File: config.mk
export PLATFORM = sky130hd
export DESIGN_NAME = regfile_access_ctrl
export DESIGN_NICKNAME = d
export VERILOG_FILES = /design/src/rtl/regfile_access_ctrl.sv
export SDC_FILE = /design/constraint.sdc
export NUM_CORES = 1
export LEC_CHECK = 0
export BUFFER_PORTS_ARGS = -buffer_cell sky130_fd_sc_hd__buf_2
export CORE_MARGIN = 1.5
export CORE_UTILIZATION = 30
export DETAILED_ROUTE_END_ITERATION = 7
export PLACE_DENSITY = 0.59
export SKIP_LAST_GASP = 1
export SLEW_MARGIN = 25
export SYNTH_ARGS = -nofsm -noshare
export SYNTH_HDL_FRONTEND = slang
export SYNTH_SLANG_ARGS = --single-unit
File: constraint.sdc
create_clock -name clock -period 2.7 [get_ports clock]
set_clock_uncertainty 0.1 [all_clocks]
set_input_delay 0 -clock clock [delete_from_list [all_inputs] [get_ports clock]]
set_output_delay 0 -clock clock [all_outputs]
set_load 0.005 [all_outputs]
File: src/rtl/regfile_access_ctrl.sv
// Arbiter in front of the integer register file. After reset it zero-fills every
// non-zero register, then shares the write port and read port 2 between core and debug.
module regfile_access_ctrl #(
  parameter int REG_DATA_WIDTH = 32,
  parameter int REG_SEL_BITS   = 5,
  parameter int STARVE_LIMIT   = 8
) (
  input  logic                      clock,
  input  logic                      reset,
  input  logic                      wb_wEn,
  input  logic [REG_SEL_BITS-1:0]   wb_sel,
  input  logic [REG_DATA_WIDTH-1:0] wb_data,
  input  logic [REG_SEL_BITS-1:0]   core_rs2_sel,
  input  logic                      core_rs2_used,
  input  logic                      dbg_req,
  input  logic                      dbg_we,
  input  logic [REG_SEL_BITS-1:0]   dbg_sel,
  input  logic [REG_DATA_WIDTH-1:0] dbg_wdata,
  output logic                      dbg_ready,
  output logic                      dbg_rvalid,
  output logic [REG_DATA_WIDTH-1:0] dbg_rdata,
  output logic                      rf_wEn,
  output logic [REG_SEL_BITS-1:0]   rf_write_sel,
  output logic [REG_DATA_WIDTH-1:0] rf_write_data,
  output logic [REG_SEL_BITS-1:0]   rf_read_sel2,
  input  logic [REG_DATA_WIDTH-1:0] rf_read_data2,
  output logic                      init_busy,
  output logic                      core_stall
);

  typedef enum logic {INIT, RUN} state_t;

  localparam logic [REG_SEL_BITS-1:0] LAST_IDX = '1;
  localparam logic [7:0]              LIMIT    = 8'(STARVE_LIMIT);

  state_t                  state, state_next;
  logic [REG_SEL_BITS-1:0] idx;
  logic [7:0]              wait_cnt;
  logic                    core_wr;
  logic                    dbg_wr_grant;
  logic                    dbg_rd_grant;

  // NOTE: state registers use non-blocking assignments so every flop samples pre-edge values.
  always_ff @(posedge clock) begin
    if (reset) begin
      state      <= INIT;
      idx        <= REG_SEL_BITS'(1);
      wait_cnt   <= '0;
      dbg_rvalid <= 1'b0;
      dbg_rdata  <= '0;
    end else begin
      state <= state_next;
      if (state == INIT) idx <= idx + 1'b1;
      // Counts only cycles in which a live request was refused; any accept or idle clears it.
      if (state == RUN && dbg_req && !dbg_ready) wait_cnt <= wait_cnt + 8'd1;
      else                                       wait_cnt <= '0;
      dbg_rvalid <= dbg_rd_grant;
      if (dbg_rd_grant) dbg_rdata <= rf_read_data2;
    end
  end

  // NOTE: every output of this block gets a default first, so no path can infer a latch.
  always_comb begin
    state_next    = state;
    init_busy     = 1'b1;
    core_stall    = 1'b0;
    dbg_ready     = 1'b0;
    core_wr       = 1'b0;
    dbg_wr_grant  = 1'b0;
    dbg_rd_grant  = 1'b0;
    rf_wEn        = 1'b0;
    rf_write_sel  = wb_sel;
    rf_write_data = wb_data;
    rf_read_sel2  = core_rs2_sel;
    if (!reset) begin
      case (state)
        INIT: begin
          rf_wEn        = 1'b1;
          rf_write_sel  = idx;
          rf_write_data = '0;
          if (idx == LAST_IDX) state_next = RUN;
        end
        RUN: begin
          init_busy    = 1'b0;
          core_stall   = (wait_cnt == LIMIT);
          // A forced stall masks the core's port requests so debug wins unconditionally.
          core_wr      = wb_wEn && (wb_sel != '0) && !core_stall;
          dbg_wr_grant = dbg_req && dbg_we && !core_wr;
          dbg_rd_grant = dbg_req && !dbg_we && (!core_rs2_used || core_stall);
          dbg_ready    = dbg_wr_grant || dbg_rd_grant;
          if (core_wr) begin
            rf_wEn = 1'b1;
          end else if (dbg_wr_grant) begin
            rf_wEn        = (dbg_sel != '0);
            rf_write_sel  = dbg_sel;
            rf_write_data = dbg_wdata;
          end
          if (dbg_rd_grant) rf_read_sel2 = dbg_sel;
        end
        default: ;
      endcase
    end
  end

endmodule

Yosys cells after proc, flatten, opt, wreduce, memory -nomap -nowiden
Index checks and enable logic that the tools add are counted.

Bitwise operators: 2. Reduce and logical (&&, ||, !) cells: 18. Equality and inequality tests: 2. Muxes and demuxes: 25. Add/sub/neg operators: 2.

Operator list (number): $mux W32 (3); $pmux W32 S2 (1); $mux W5 (6); $mux W1 (13); $pmux W5 S2 (1); $reduce_bool A5 Y1 (2); $add A8 B1 Y8 const B (1); $eq A8 B4 Y1 const B (1); $logic_and A1 B1 Y1 (8); $add A5 B1 Y5 const B (1); $eq A5 B5 Y1 const B (1); $logic_not A1 Y1 (5); $logic_or A1 B1 Y1 (2); $not A1 Y1 (2); $pmux W1 S2 (1); $reduce_or A2 Y1 (1).

Input port bits: 117. Output and inout port bits: 79. Word-level logic and storage cells: 54. Register bits: 47.

Longest topological paths before layout
Depth in word-level cells: 12. Gate-level depth with buffers: 8. Gate-level depth less buffers: 6.

Least setup slack after synthesis
No wires, ideal clock.

Path kind: register to register. Start: register wait_cnt[0]. End: register dbg_rdata[10]. Clock period less this slack: 1.824 ns. Setup time: 0.123 ns. Required time: 2.477 ns. Slack: 0.876 ns. Stages on the path, launching flop included: 9. Arrival: 1.601 ns. Cell sequence: dfxtp_1 -> inv_1 -> ha_1 -> and3b_1 -> a21boi_2 -> nor3_4 -> buf_6 -> buf_6 -> mux2_1.

Cells in the longest elaborated chain, start to end: 5.

Ends and longest elaborated chain: from (decl) (line 38) `logic [7:0] wait_cnt;`; from (signal assigned) (line 55) `if (state == RUN && dbg_req && !dbg_ready) wait_cnt <= wait_cnt + 8'd1;`; $eq A8 B4 Y1 (line 85) `core_stall = (wait_cnt == LIMIT);`; $logic_or A1 B1 Y1 (line 89) `dbg_rd_grant = dbg_req && !dbg_we && (!core_rs2_used || core_stall);`; $logic_and A1 B1 Y1 (line 89); $mux W1 (line 76) `case (state)`; $mux W1 (line 75) `if (!reset) begin`; to (signal assigned) (line 58) `if (dbg_rd_grant) dbg_rdata <= rf_read_data2;`; to (decl) (line 21) `output logic [REG_DATA_WIDTH-1:0] dbg_rdata,`.

Every way passes these cells. A chain may end at the register's enable or synchronous reset.

Worst setup path after layout
Start: register wait_cnt[0]. End: output rf_wEn.

Cells in the longest elaborated chain, start to end: 9.

Ends and longest elaborated chain: $eq A8 B4 Y1 * (line 85); $logic_not A1 Y1 * (line 87) `core_wr = wb_wEn && (wb_sel != '0) && !core_stall;`; $logic_and A1 B1 Y1 * (line 87); $logic_not A1 Y1 (line 88) `dbg_wr_grant = dbg_req && dbg_we && !core_wr;`; $logic_and A1 B1 Y1 (line 88); $mux W1 (line 93) `end else if (dbg_wr_grant) begin`; $mux W1 * (line 91) `if (core_wr) begin`; $pmux W1 S2 * (line 76); $mux W1 * (line 75); to (decl) (line 22) `output logic rf_wEn,`.

Every way passes the cells marked *; elsewhere a longest branch is shown, timed or not.

==> metrics.csv <==
stage,metric,value,unit
critical_path,crit_path_end_kind,output pin,
critical_path,reg2reg_depth,7,
clock_tree,worstSkewPairLatency,0.30,ns
timing,tns,0,ns
cells_and_area,stdcell_count,705,
placement,routabilityCongestion,0.797,
clock_tree,post-cts-setup-buffer-count,0,
timing,hold-worst-slack,0.184,ns
timing,final_max_slew_viol_count,0,
drt,highest_layer,met4,
timing,finalSetupViolCount,0,
global_routing,grt.overflow.total,0,
worst_hold_path,hold_class,in2reg,
floorplan,fp-row-count,36,
logic_synthesis,yosysMostFrequentCell,nand2_1,
drt,wl_met3,609,um
floorplan,die-area,0.0110,mm2
clock_tree,ctsResizeCount,0,
drt,antenna_left,0,
logic_synthesis,async_flop_share,0,%
flow_run,drv_cap,0,
drt,wl,10300,um
global_routing,antenna_found_initial,0,
clock_tree,clock_path_buffers,2,
drt,wl_met2,5310,um
drt,via_count,3577,
placement,dp_hpwl,7210,um
floorplan,die_x,105,um
logic_synthesis,yosys.area.top_type,dfxtp_1,
logic_synthesis,synth_area,0.00311,mm2
clock_tree,clock_tree.root_cell,clkbuf_8,
floorplan,core,0.00991,mm2
global_routing,grt_usage,17.6,%
critical_path,crit_path_start,wait_cnt[0],
timing,period_share,89.2,%
logic_synthesis,yosysUniqueCellTypes,41,
logic_synthesis,synthesis.instances,367,
timing,fmax,0.415,GHz
clock_tree,hold_buffers,32,
cells_and_area,drive_gt1_share,42.8,%
global_routing,grt_max_degree,78,
logic_synthesis,syn_avg_cell_area,8.47,um2
clock_tree,h-tree-depth,2,
global_routing,grt_pass1_wl,16200,um
logic_synthesis,yosysSeqAreaShare,30.3,%
clock_tree,cts_sinks,47,
drt,wire_per_inst,14.7,um
clock_tree,cts.clk_slew.worst_paths,0.09,ns
critical_path,critical_path_class,reg2out,
logic_synthesis,yosys_most_used_dff,dfxtp_1,
drt,drt-initial-drc-count,160,
timing,hold_viol_final,0,
cells_and_area,diodes,0,
logic_synthesis,ys_warn_count,0,
floorplan,initial_core_util,31.4,%
critical_path,crit_fanout,38,
drt,route.detailed.drc,0,
clock_tree,cts_inserted_buffers,5,
timing,fin_crit,2.41,ns
critical_path,r2r-start,wait_cnt[0],
clock_tree,tritoncts,done,
floorplan,die_h,105,um
pwr,leakage,2.10,nW
drt,viasPerCell,5.07,
placement,io_buffers,195,
placement,place_inst,665,
pwr,peakVddDrop,222,uV
logic_synthesis,synth_nets,488,
drt,drtPass1Iterations,5,
timing,timing.max_slew.rel_slack,47.0,%
critical_path,start_kind,register,
critical_path,cp-endpoint,rf_wEn,
floorplan,pin_count,196,
cells_and_area,area_growth,47.0,%
logic_synthesis,synthTopCellsByCount,"67 x nand2_1, 47 x dfxtp_1, 37 x o2111ai_1",
status,status,finished clean,
drt,wl_met1,4270,um
pwr,powerDensity,333,mW/mm2
critical_path,crit_required,2.60,ns
critical_path,r2r_end,dbg_rdata[20],
critical_path,cp_data_arrival_time,2.31,ns
logic_synthesis,synth-edff-count,0,
logic_synthesis,yosys.area.top_type_share,30.3,%
logic_synthesis,ys_ff_latch,47,
timing,rsz0062_at_grt,no,
timing,max_slew.worst_pin.slew,0.795,ns
cells_and_area,fin_nets,692,
critical_path,rrSetupSlack,0.64,ns
global_routing,grt_pass1_vias,3310,
logic_synthesis,ys_top_cells_by_area,"dfxtp_1 30%, o2111ai_1 10%, mux2_2 9.8%",
worst min path at each step:
stage                     startpoint          endpoint  depth (start not counted)
floorplan                 wb_data[0]  rf_write_data[0]                          2
global placement    rf_read_data2[5]      dbg_rdata[5]                          2
detailed placement  rf_read_data2[9]      dbg_rdata[9]                          2
CTS                           dbg_we       wait_cnt[0]                          3
global route         core_rs2_sel[2]   rf_read_sel2[2]                          3
finish                        dbg_we       wait_cnt[0]                          3
kinds of logic after synthesis:
logic type               Yosys count  synth area share, %
AND/OR/NAND/NOR                  146                 24.0
XOR/XNOR                           9                 2.54
multiplexers                      39                 14.1
adder cells (fa/ha/maj)            4                 1.61
AO/OA/AOI/OAI                     81                 21.3
buffers and inverters             41                 6.20
flip-flops                        47                 30.3
where the power goes:
group	leakage, nW	internal (W)	switching (W)
sequential	0.379	0.000699	0.00000646
clock	0.0548	0.000279	0.000246
combinational	1.67	0.000151	0.000137
flip-flops by register name (all words and copies together), names as in the netlist:
register and cells:
dbg_rvalid 1, idx 5, wait_cnt 8, state 1, dbg_rdata 32
worst max-delay path, cell delays in order, from the launching register on:
cell,delay (ns)
dfxtp_1,0.40
inv_1,0.07
ha_1,0.18
and3b_1,0.21
a21bo_2,0.47
or2_2,0.38
a31oi_1,0.15
buf_2,0.14
cells in the final DEF (no fill, tap or decap), drive strengths merged:
cell type and n:
clkinvlp 1, a21boi 1, mux2i 2, dfxtp 47, bufinv 1, nand2b 1, and3 3, a31oi 2
nor3b 2, and3b 2, nor4 1, o2111ai 37, xnor2 4, o211ai 32, xor2 5, a21o 1
clkbuf 5, mux2 37, dlygate4sd3 32, nand4b 1, o21ai 1, a22oi 5, and2 2, nand4 6
ha 4, nand3 8, nand2 67, nor2 8, inv 4, a21bo 1, and4 1, nor3 8
or4 1, or2 1, o21bai 1, buf 203, nor2b 34
stage by stage:
step | worst slack [ns] | instance area (um2) | utilization [%] | total power (W)
6_report | 0.293 | 4570 | 46.1 | 0.00152
5_1_grt | 0.114 | 4570 | 46.1 | 0.00160
4_1_cts | 0.279 | 4570 | 46.1 | 0.00154
3_5_place_dp | 0.629 | 4130 | 41.7 | 0.000971
3_3_place_gp | 0.671 | 4130 | 41.7 | 0.000968
2_1_floorplan | 0.876 | 3110 | - | 0.000822
final cells by class:
cell class	instances	area, um2
Clock buffer	5	68.8
Clock inverter	3	46.3
Timing Repair Buffer	235	1360
Multi-Input combinational cell	279	1980
Tap cell	133	166
Sequential cell	47	941
Fill cell	991	5340
Inverter	3	11.3
routing by layer:
| metal | vias up | global-route usage, % |
|---|---|---|
| met5 | - | 0 |
| met4 | 0 | 4.40 |
| met3 | 11 | 1.87 |
| met2 | 137 | 32.8 |
| met1 | 1666 | 21.4 |
| li1 | 1763 | - |
Power figures use the tool's default switching activity.
